===== src/rtl/piso_serializer_8bit.sv =====
// Parallel-in, serial-out shifter: accepts a word on a valid/ready handshake and
// emits it LSB first, one bit per enabled clock, then pulses Done for one cycle.
module piso_serializer_8bit #(
  parameter int unsigned WIDTH      = 8,
  parameter logic        IDLE_LEVEL = 1'b0
) (
  input  logic                       Clk,
  input  logic                       RS,
  input  logic [WIDTH-1:0]           DIn,
  input  logic                       DValid,
  output logic                       DReady,
  input  logic                       En,
  output logic                       SOD,
  output logic                       SOV,
  output logic                       Busy,
  output logic                       Done,
  output logic [$clog2(WIDTH+1)-1:0] BitCnt
);

  localparam int unsigned CntW = $clog2(WIDTH + 1);
  localparam logic [CntW-1:0] LastCnt = CntW'(WIDTH - 1);

  typedef enum logic [1:0] {StIdle, StShift, StDone} state_e;

  state_e           state_q, state_d;
  logic [WIDTH-1:0] shreg_q, shreg_d;
  logic [CntW-1:0]  cnt_q, cnt_d;
  logic             sod_q, sod_d;
  logic             busy_q, busy_d;
  logic             done_q, done_d;

  always_comb begin
    state_d = state_q;
    shreg_d = shreg_q;
    cnt_d   = cnt_q;
    unique case (state_q)
      StIdle: begin
        if (DValid) begin
          shreg_d = DIn;
          cnt_d   = '0;
          state_d = StShift;
        end
      end
      StShift: begin
        if (En) begin
          shreg_d = shreg_q >> 1;
          cnt_d   = cnt_q + CntW'(1);
          if (cnt_q == LastCnt) state_d = StDone;
        end
      end
      StDone: begin
        cnt_d   = '0;
        state_d = StIdle;
      end
      default: state_d = StIdle;
    endcase
    // Output registers are loaded from the next state so they line up with it.
    sod_d  = (state_d == StShift) ? shreg_d[0] : IDLE_LEVEL;
    busy_d = (state_d == StShift);
    done_d = (state_d == StDone);
  end

  always_ff @(posedge Clk or negedge RS) begin
    if (!RS) begin
      state_q <= StIdle;
      shreg_q <= '0;
      cnt_q   <= '0;
      sod_q   <= IDLE_LEVEL;
      busy_q  <= 1'b0;
      done_q  <= 1'b0;
    end else begin
      state_q <= state_d;
      shreg_q <= shreg_d;
      cnt_q   <= cnt_d;
      sod_q   <= sod_d;
      busy_q  <= busy_d;
      done_q  <= done_d;
    end
  end

  // SOV tracks En so a receiver samples SOD exactly on the edges that advance it.
  assign SOV    = (state_q == StShift) && En;
  assign DReady = (state_q == StIdle) && RS;
  assign SOD    = sod_q;
  assign Busy   = busy_q;
  assign Done   = done_q;
  assign BitCnt = cnt_q;

endmodule

===== config.mk =====
export PLATFORM = sky130hd
export DESIGN_NAME = piso_serializer_8bit
export DESIGN_NICKNAME = d
export VERILOG_FILES = /design/src/rtl/piso_serializer_8bit.sv
export SDC_FILE = /design/constraint.sdc
export NUM_CORES = 1
export LEC_CHECK = 0
export ABC_AREA = 1
export CAP_MARGIN = 10
export CORE_UTILIZATION = 50
export DETAILED_ROUTE_END_ITERATION = 10
export PLACE_DENSITY = 0.81
export SYNTH_ARGS = -nofsm -noshare
export SYNTH_HDL_FRONTEND = slang
export SYNTH_SLANG_ARGS = --single-unit

===== constraint.sdc =====
create_clock -name Clk -period 1.61 [get_ports Clk]
set_input_delay 0.4025 -clock Clk [delete_from_list [all_inputs] [get_ports Clk]]
set_output_delay 0.4025 -clock Clk [all_outputs]
set_load 0.02 [all_outputs]

# Word-level counts from Yosys, hierarchy flattened

Cells that the tools add are included.

Register bits after elaboration: 17
Input bits: 12
Output and inout port bits: 9

Add/sub/neg operators: 1
Equality and inequality tests: 7
Mux-type cells: 11
Reduce and logical (&&, ||, !) cells: 7

Operators with widths:

| cell                | count |
|---|---|
| $mux 8              | 2 |
| $pmux 8 s2          | 1 |
| $pmux 4 s3          | 1 |
| $mux 4              | 2 |
| $mux 2              | 3 |
| $reduce_and 3->1    | 2 |
| $add 4x1->4 const B | 1 |
| $eq 2x1->1 const B  | 2 |
| $eq 2x2->1 const B  | 2 |
| $eq 4x3->1 const B  | 1 |
| $ne 2x2->1 const B  | 2 |
| $pmux 2 s2          | 1 |
| $reduce_bool 3->1   | 1 |
| $logic_and 1x1->1   | 2 |
| $logic_not 2->1     | 1 |
| $reduce_bool 2->1   | 1 |
| $mux 1              | 1 |

# Logic depth before layout (Yosys ltp)

Gate-level depths: netlist of run 1.

Depth in word-level cells: 6
Mapped depth: 7
Depth with buffers taken out: 7

# Worst setup path before layout of run 1

No wires, ideal clock.

Kind: reg2out
From: reg state_q[0]
To: out DReady
Data arrival time: 863 ps
Slack: 344 ps
Stages on the path, launching flop included: 4
Buffers on the path: 0
Cell sequence: dfrtp_1 -> inv_2 -> nand2_4 -> nor2_1

Longest elaborated chain between the ends: 2

RTL lines:

| element                | line | RTL |
|---|---|---|
| start, declared        | 25   | `state_e state_q, state_d;` |
| start signal, assigned | 65   | `state_q <= StIdle;` |
| start signal, assigned | 72   | `state_q <= state_d;` |
| $logic_not 2->1        | 83   | `assign DReady = (state_q == StIdle) && RS;` |
| $logic_and 1x1->1      | 83   |  |
| end, declared          | 11   | `output logic DReady,` |

Every way passes these cells.

# Final worst setup path of run 1

From: in RS
To: out DReady

Longest elaborated chain between the ends: 1

RTL lines:

| element           | line | RTL |
|---|---|---|
| start, declared   | 8    | `input logic RS,` |
| $logic_and 1x1->1 | 83   |  |

Every way passes these cells.

==> out/results.txt, run 1 <==
Critical Path Start - RS
First DRT Iteration DRCs - 10
critical path arrival - 1.16 ns
Placed Instances - 139
register area share after synthesis - 0.515
Crit Path Class - in2out
Routed Antenna Nets - 0
WL per Instance - 10.7 um
CTS sink cnt - 17
yosys warns - 0
commonest non-fill, non-tap cell in the layout - nand2_1
synthesized cell area - 826 sq um
Max-Cap Viols - 0
Routed WL - 1.53 mm
Critical Path RT - 1.21 ns
H-Tree Depth - 1
share of cells above drive strength 1 - 0.189
Final setup viols - 0
Worst path top cell family by delay - buffers and inverters
CP max stage delay - 0.48 ns
Final #Nets - 141
slowest stage cell, crit path - clkdlybuf4s50_1
Core Rows - 14
setup TNS - 0 ns
min Tclk post-route - 1.56 ns
post-CTS setup buffers - 0
global route overflow - 0
die extent in x - 42.6 um
First-pass DRT Iterations - 3
clk slew on worst S/H paths - 0.10 ns
Yosys reg bits - 17
Num CTS Buffers - 3
Finished Layout Cells - 143
die footprint - 1820 sq um
clk root buf - clkbuf_4
ANT cells - 0
Area growth, synth to finish - 34.1%
slew margin rel. - 0.850
worst r2r src - state_q[1]$_DFF_PN0_
initial core utilization - 0.542
gr usage total - 0.198
vias per cell - 4.94
Synth cell types - 17
latest clock arrival within the worst-skew pair - 0.28 ns
Peak VDD IR - 0.985 mV
Vert. Die Dim - 42.6 um
RSZ-0062 raised after global routing - no
Final Core Density - 0.727
status - finished clean
Setup crit start kind - primary input
routability cong. - 0.781
Final period util - 0.967
Top-Level Pins - 21
Slew Viols, Final - 0
most frequent cells in the layout - nand2_1, dfrtp_1, nand3_1, clkdlybuf4s50_1
Crit Reg-Reg Endpoint - BitCnt[3]$_DFFE_PN0P_
HPWL Detailed - 1.20 mm
CP Cell Sequence - clkdlybuf4s50_1, inv_1, nor2_1, buf_4
Filler Cell Count - 123
critical-path maximum fanout - 2
via count - 707
vias in the first global route - 617
r2r setup slk - 0.45 ns
pwr/cell area - 1520 nW/um^2
Post-Syn Instances - 96
Slew @ Worst Pin - 0.225 ns
WP buf/inv - 3
CTS tree - done
syn avg cell area - 8.60 sq um
Final Hold Violating Endpoints - 0
critical path capture point type - output port
Worst Clk Skew - 0.00347 ns
initial antenna violation count - 0
first-pass GRT wire length - 2.66 mm
core area - 1520 sq um
DRC viols - 0
hold crit path type - in2async
Mapped Nets - 109
fmax - 642 MHz
Pleak - 0.614 nW
Worst Reg-to-Reg Cells - 7
Port Buf Inserts - 20
deepest clock path buffer count - 2
largest net degree at the start of global routing - 18
-- power by group --
part           switching (mW)  internal, mW
clock network           0.124        0.0959
logic                   0.461         0.317
registers               0.107         0.580
total                   0.693         0.993
-- worst max-delay path by stage --
stage | endpoint | slack [ns] | cells after the start
after floorplan | DReady | 0.34 | 3
after global placement | SOV | -0.48 | 4
after detailed placement | SOV | -0.49 | 4
after CTS | DReady | 0.03 | 4
after global routing | DReady | 0.008 | 4
final | DReady | 0.05 | 4
-- synthesized netlist by cell type (all sizes together) --
cell,n,area share
o21ai,2,0.017
ha,1,0.015
xor2,1,0.011
dfrtp,17,0.52
inv,11,0.056
nand4,1,0.0076
nor2,8,0.076
nand3,13,0.10
nand2,42,0.20
-- logic make-up after synthesis --
family	count (synthesis)	synth area share
AO/OA/AOI/OAI	2	0.0167
flip-flops	17	0.515
AND/OR/NAND/NOR	64	0.386
XOR/XNOR	1	0.0106
buffers and inverters	11	0.0561
adder cells (fa/ha/maj)	1	0.0151
-- what timing repair did --
item | 4_1_cts | 5_1_grt
hold buffers | 0 | 0
gates resized for setup | 16 | 1
setup endpoints to repair | 9 | 1
-- final cells by class --
type	instances	area, sq um	share of cell area
Multi-Input combinational cell	68	354	0.320
Timing Repair Buffer	27	235	0.212
Clock buffer	4	26.3	0.0237
Tap cell	16	20.0	0.0181
Inverter	11	46.3	0.0418
Sequential cell	17	425	0.384
-- routing by layer --
layer | track usage | vias to the layer above | share of wire
li1 | - | 362 | -
met1 | 0.262 | 329 | 0.43
met2 | 0.327 | 14 | 0.52
met3 | 0.0259 | 2 | 0.035
met4 | 0.0750 | 0 | 0.013
met5 | 0 | - | 0
-- state kept, by name (all words and copies together) (netlist names) --
register / cells
BitCnt: 4
Busy: 1
Done: 1
SOD: 1
shreg_q: 8
state_q: 2
-- stage by stage --
step                      area (sq um)  hold WS (ns)  worst slack (ns)  total power, mW
final                             1110         0.471            0.0524             1.69
after global routing              1110         0.508           0.00845             1.82
after CTS                         1100         0.480            0.0328             1.70
after detailed placement          1100         0.462            -0.492             1.54
after global placement            1100         0.460            -0.477             1.50
after floorplan                    826         0.107             0.344             1.21
-- worst reg2reg max path, cell delays in order (launching register included) --
cell and delay (ns):
dfrtp_1 0.40, inv_2 0.11, nand3_4 0.10, buf_4 0.17, nor2_1 0.12, nand2_1 0.06
nand2_1 0.06, nor2_1 0.04
Note: power is estimated with default switching activity, not from simulation.
==> run 2, diff against run 1 <==
--- a/config.mk
+++ b/config.mk
@@ -7,9 +7,9 @@
 export LEC_CHECK = 0
 export ABC_AREA = 1
 export CAP_MARGIN = 10
-export CORE_UTILIZATION = 50
+export CORE_UTILIZATION = 46
 export DETAILED_ROUTE_END_ITERATION = 10
-export PLACE_DENSITY = 0.81
+export PLACE_DENSITY = 0.76
 export SYNTH_ARGS = -nofsm -noshare
 export SYNTH_HDL_FRONTEND = slang
 export SYNTH_SLANG_ARGS = --single-unit
==> constraint.sdc (replaced) <==
create_clock -name Clk -period 1.71 [get_ports Clk]
set_input_delay 0.4275 -clock Clk [delete_from_list [all_inputs] [get_ports Clk]]
set_output_delay 0.4275 -clock Clk [all_outputs]
set_load 0.02 [all_outputs]
==> out/results.txt, run 2 (synthesis results as in run 1) <==
status - finished clean
Routed Antenna Nets - 0
Placed Instances - 145
Worst Clk Skew - 0.00570 ns
slew margin rel. - 0.835
largest net degree at the start of global routing - 18
Finished Layout Cells - 149
share of cells above drive strength 1 - 0.184
fmax - 606 MHz
Setup crit start kind - primary input
hold crit path type - in2async
die extent in x - 44.4 um
die footprint - 1970 sq um
Worst path top cell family by delay - buffers and inverters
CP max stage delay - 0.47 ns
Port Buf Inserts - 20
vias in the first global route - 618
Final setup viols - 0
gr usage total - 0.177
CTS tree - done
Slew Viols, Final - 0
First-pass DRT Iterations - 4
Area growth, synth to finish - 34.5%
Slew @ Worst Pin - 0.247 ns
setup TNS - 0 ns
Max-Cap Viols - 0
CTS sink cnt - 17
deepest clock path buffer count - 2
global route overflow - 0
critical path arrival - 1.22 ns
critical-path maximum fanout - 2
Routed WL - 1.49 mm
Final Hold Violating Endpoints - 0
Final #Nets - 139
commonest non-fill, non-tap cell in the layout - nand2_1
most frequent cells in the layout - nand2_1, dfrtp_1, clkdlybuf4s50_1, nand3_1
min Tclk post-route - 1.65 ns
Pleak - 0.601 nW
H-Tree Depth - 1
First DRT Iteration DRCs - 4
Post-Route M1 WL - 670 um
pwr/cell area - 1430 nW/um^2
Peak VDD IR - 0.790 mV
critical path capture point type - output port
vias per cell - 4.70
Core Rows - 14
max reg flops - 8
Placed Instance Area - 1090 sq um
initial core utilization - 0.518
slowest stage cell, crit path - clkdlybuf4s50_1
CP Cell Sequence - clkdlybuf4s50_1, inv_1, nor2_1, buf_2
via count - 700
Crit Path Class - in2out
core area - 1590 sq um
Final Core Density - 0.697
HPWL Detailed - 1.18 mm
Num CTS Buffers - 3
first-pass GRT wire length - 2.53 mm
Most flops, register - shreg_q
ANT cells - 0
RSZ-0062 raised after global routing - no
Design Power - 1.59 mW
Top-Level Pins - 21
DR top layer - met4
clk slew on worst S/H paths - 0.10 ns
WL met2 - 755 um
latest clock arrival within the worst-skew pair - 0.28 ns
WL per Instance - 10.0 um
routability cong. - 0.736
clk root buf - clkbuf_4
Finished Cell Area - 1110 sq um
Vert. Die Dim - 44.4 um
WP buf/inv - 3
Critical Path RT - 1.28 ns
initial antenna violation count - 0
DRC viols - 0
Final period util - 0.964
met3 WL - 54 um
-- run 2: cell types whose count changed in the layout (fill, tap and decap cells not counted), sizes merged --
| cell | delta |
|---|---|
| clkdlybuf4s15 | +1 |
| clkbuf | -1 |
| dlygate4sd2 | -3 |
| clkdlybuf4s50 | +3 |
| clkinv | +1 |
| buf | -3 |
-- run 2: worst paths after layout --
path	startpoint	endpoint	slack [ns]	depth (start not counted)
max	RS	DReady	0.06	4
min	RS	BitCnt[1]$_DFFE_PN0P_	0.49	2
max reg2reg	BitCnt[0]$_DFFE_PN0P_	SOD$_DFF_PN0_	0.54	6
min reg2reg	shreg_q[4]$_DFFE_PN0P_	shreg_q[4]$_DFFE_PN0P_	0.49	2
max in group asynchronous	RS	shreg_q[2]$_DFFE_PN0P_	1.03	2
min in group Clk	shreg_q[4]$_DFFE_PN0P_	shreg_q[4]$_DFFE_PN0P_	0.49	2
-- run 2: per-stage QoR --
| step | worst slack [ns] | hold WS (ns) |
|---|---|---|
| finish | 0.0609 | 0.490 |
| global route | 0.0227 | 0.504 |
| CTS | 0.0560 | 0.492 |
| detailed placement | -0.437 | 0.469 |
| global placement | -0.432 | 0.463 |
| floorplan | 0.419 | 0.132 |
-- run 2: area by class of cell --
cell class                      count  area (sq um)
Fill cell                         125           483
Clock inverter                      1          5.00
Clock buffer                        3          22.5
Timing Repair Buffer               25           228
Sequential cell                    17           425
Tap cell                           24          30.0
Multi-Input combinational cell     68           354
Inverter                           11          46.3
-- run 2: where the power goes --
group | switching (mW) | total (mW) | internal (mW)
sequential | 0.102 | 0.648 | 0.546
combinational | 0.432 | 0.734 | 0.302
clock | 0.117 | 0.204 | 0.0865
total | 0.651 | 1.59 | 0.934
-- run 2: worst reg2reg max path, cell delays in order, from the launching register on --
cell	delay, ns
dfrtp_1	0.41
ha_1	0.22
nand4_1	0.16
nand2_1	0.14
nand2_2	0.06
nand2_1	0.06
inv_1	0.03
-- run 2: repair_timing --
item | 4_1_cts | 5_1_grt
hold buffers | 0 | 0
buffers inserted | 0 | 0
endpoints found under the setup margin | 6 | 0
gates resized for setup | 12 | 0
hold endpoints to repair | 0 | 0
-- run 2: layer usage --
| layer | up-vias | GRT usage |
|---|---|---|
| li1 | 355 | - |
| met1 | 329 | 0.223 |
| met2 | 14 | 0.315 |
| met3 | 2 | 0.0245 |
| met4 | 0 | 0.0545 |
| met5 | - | 0 |
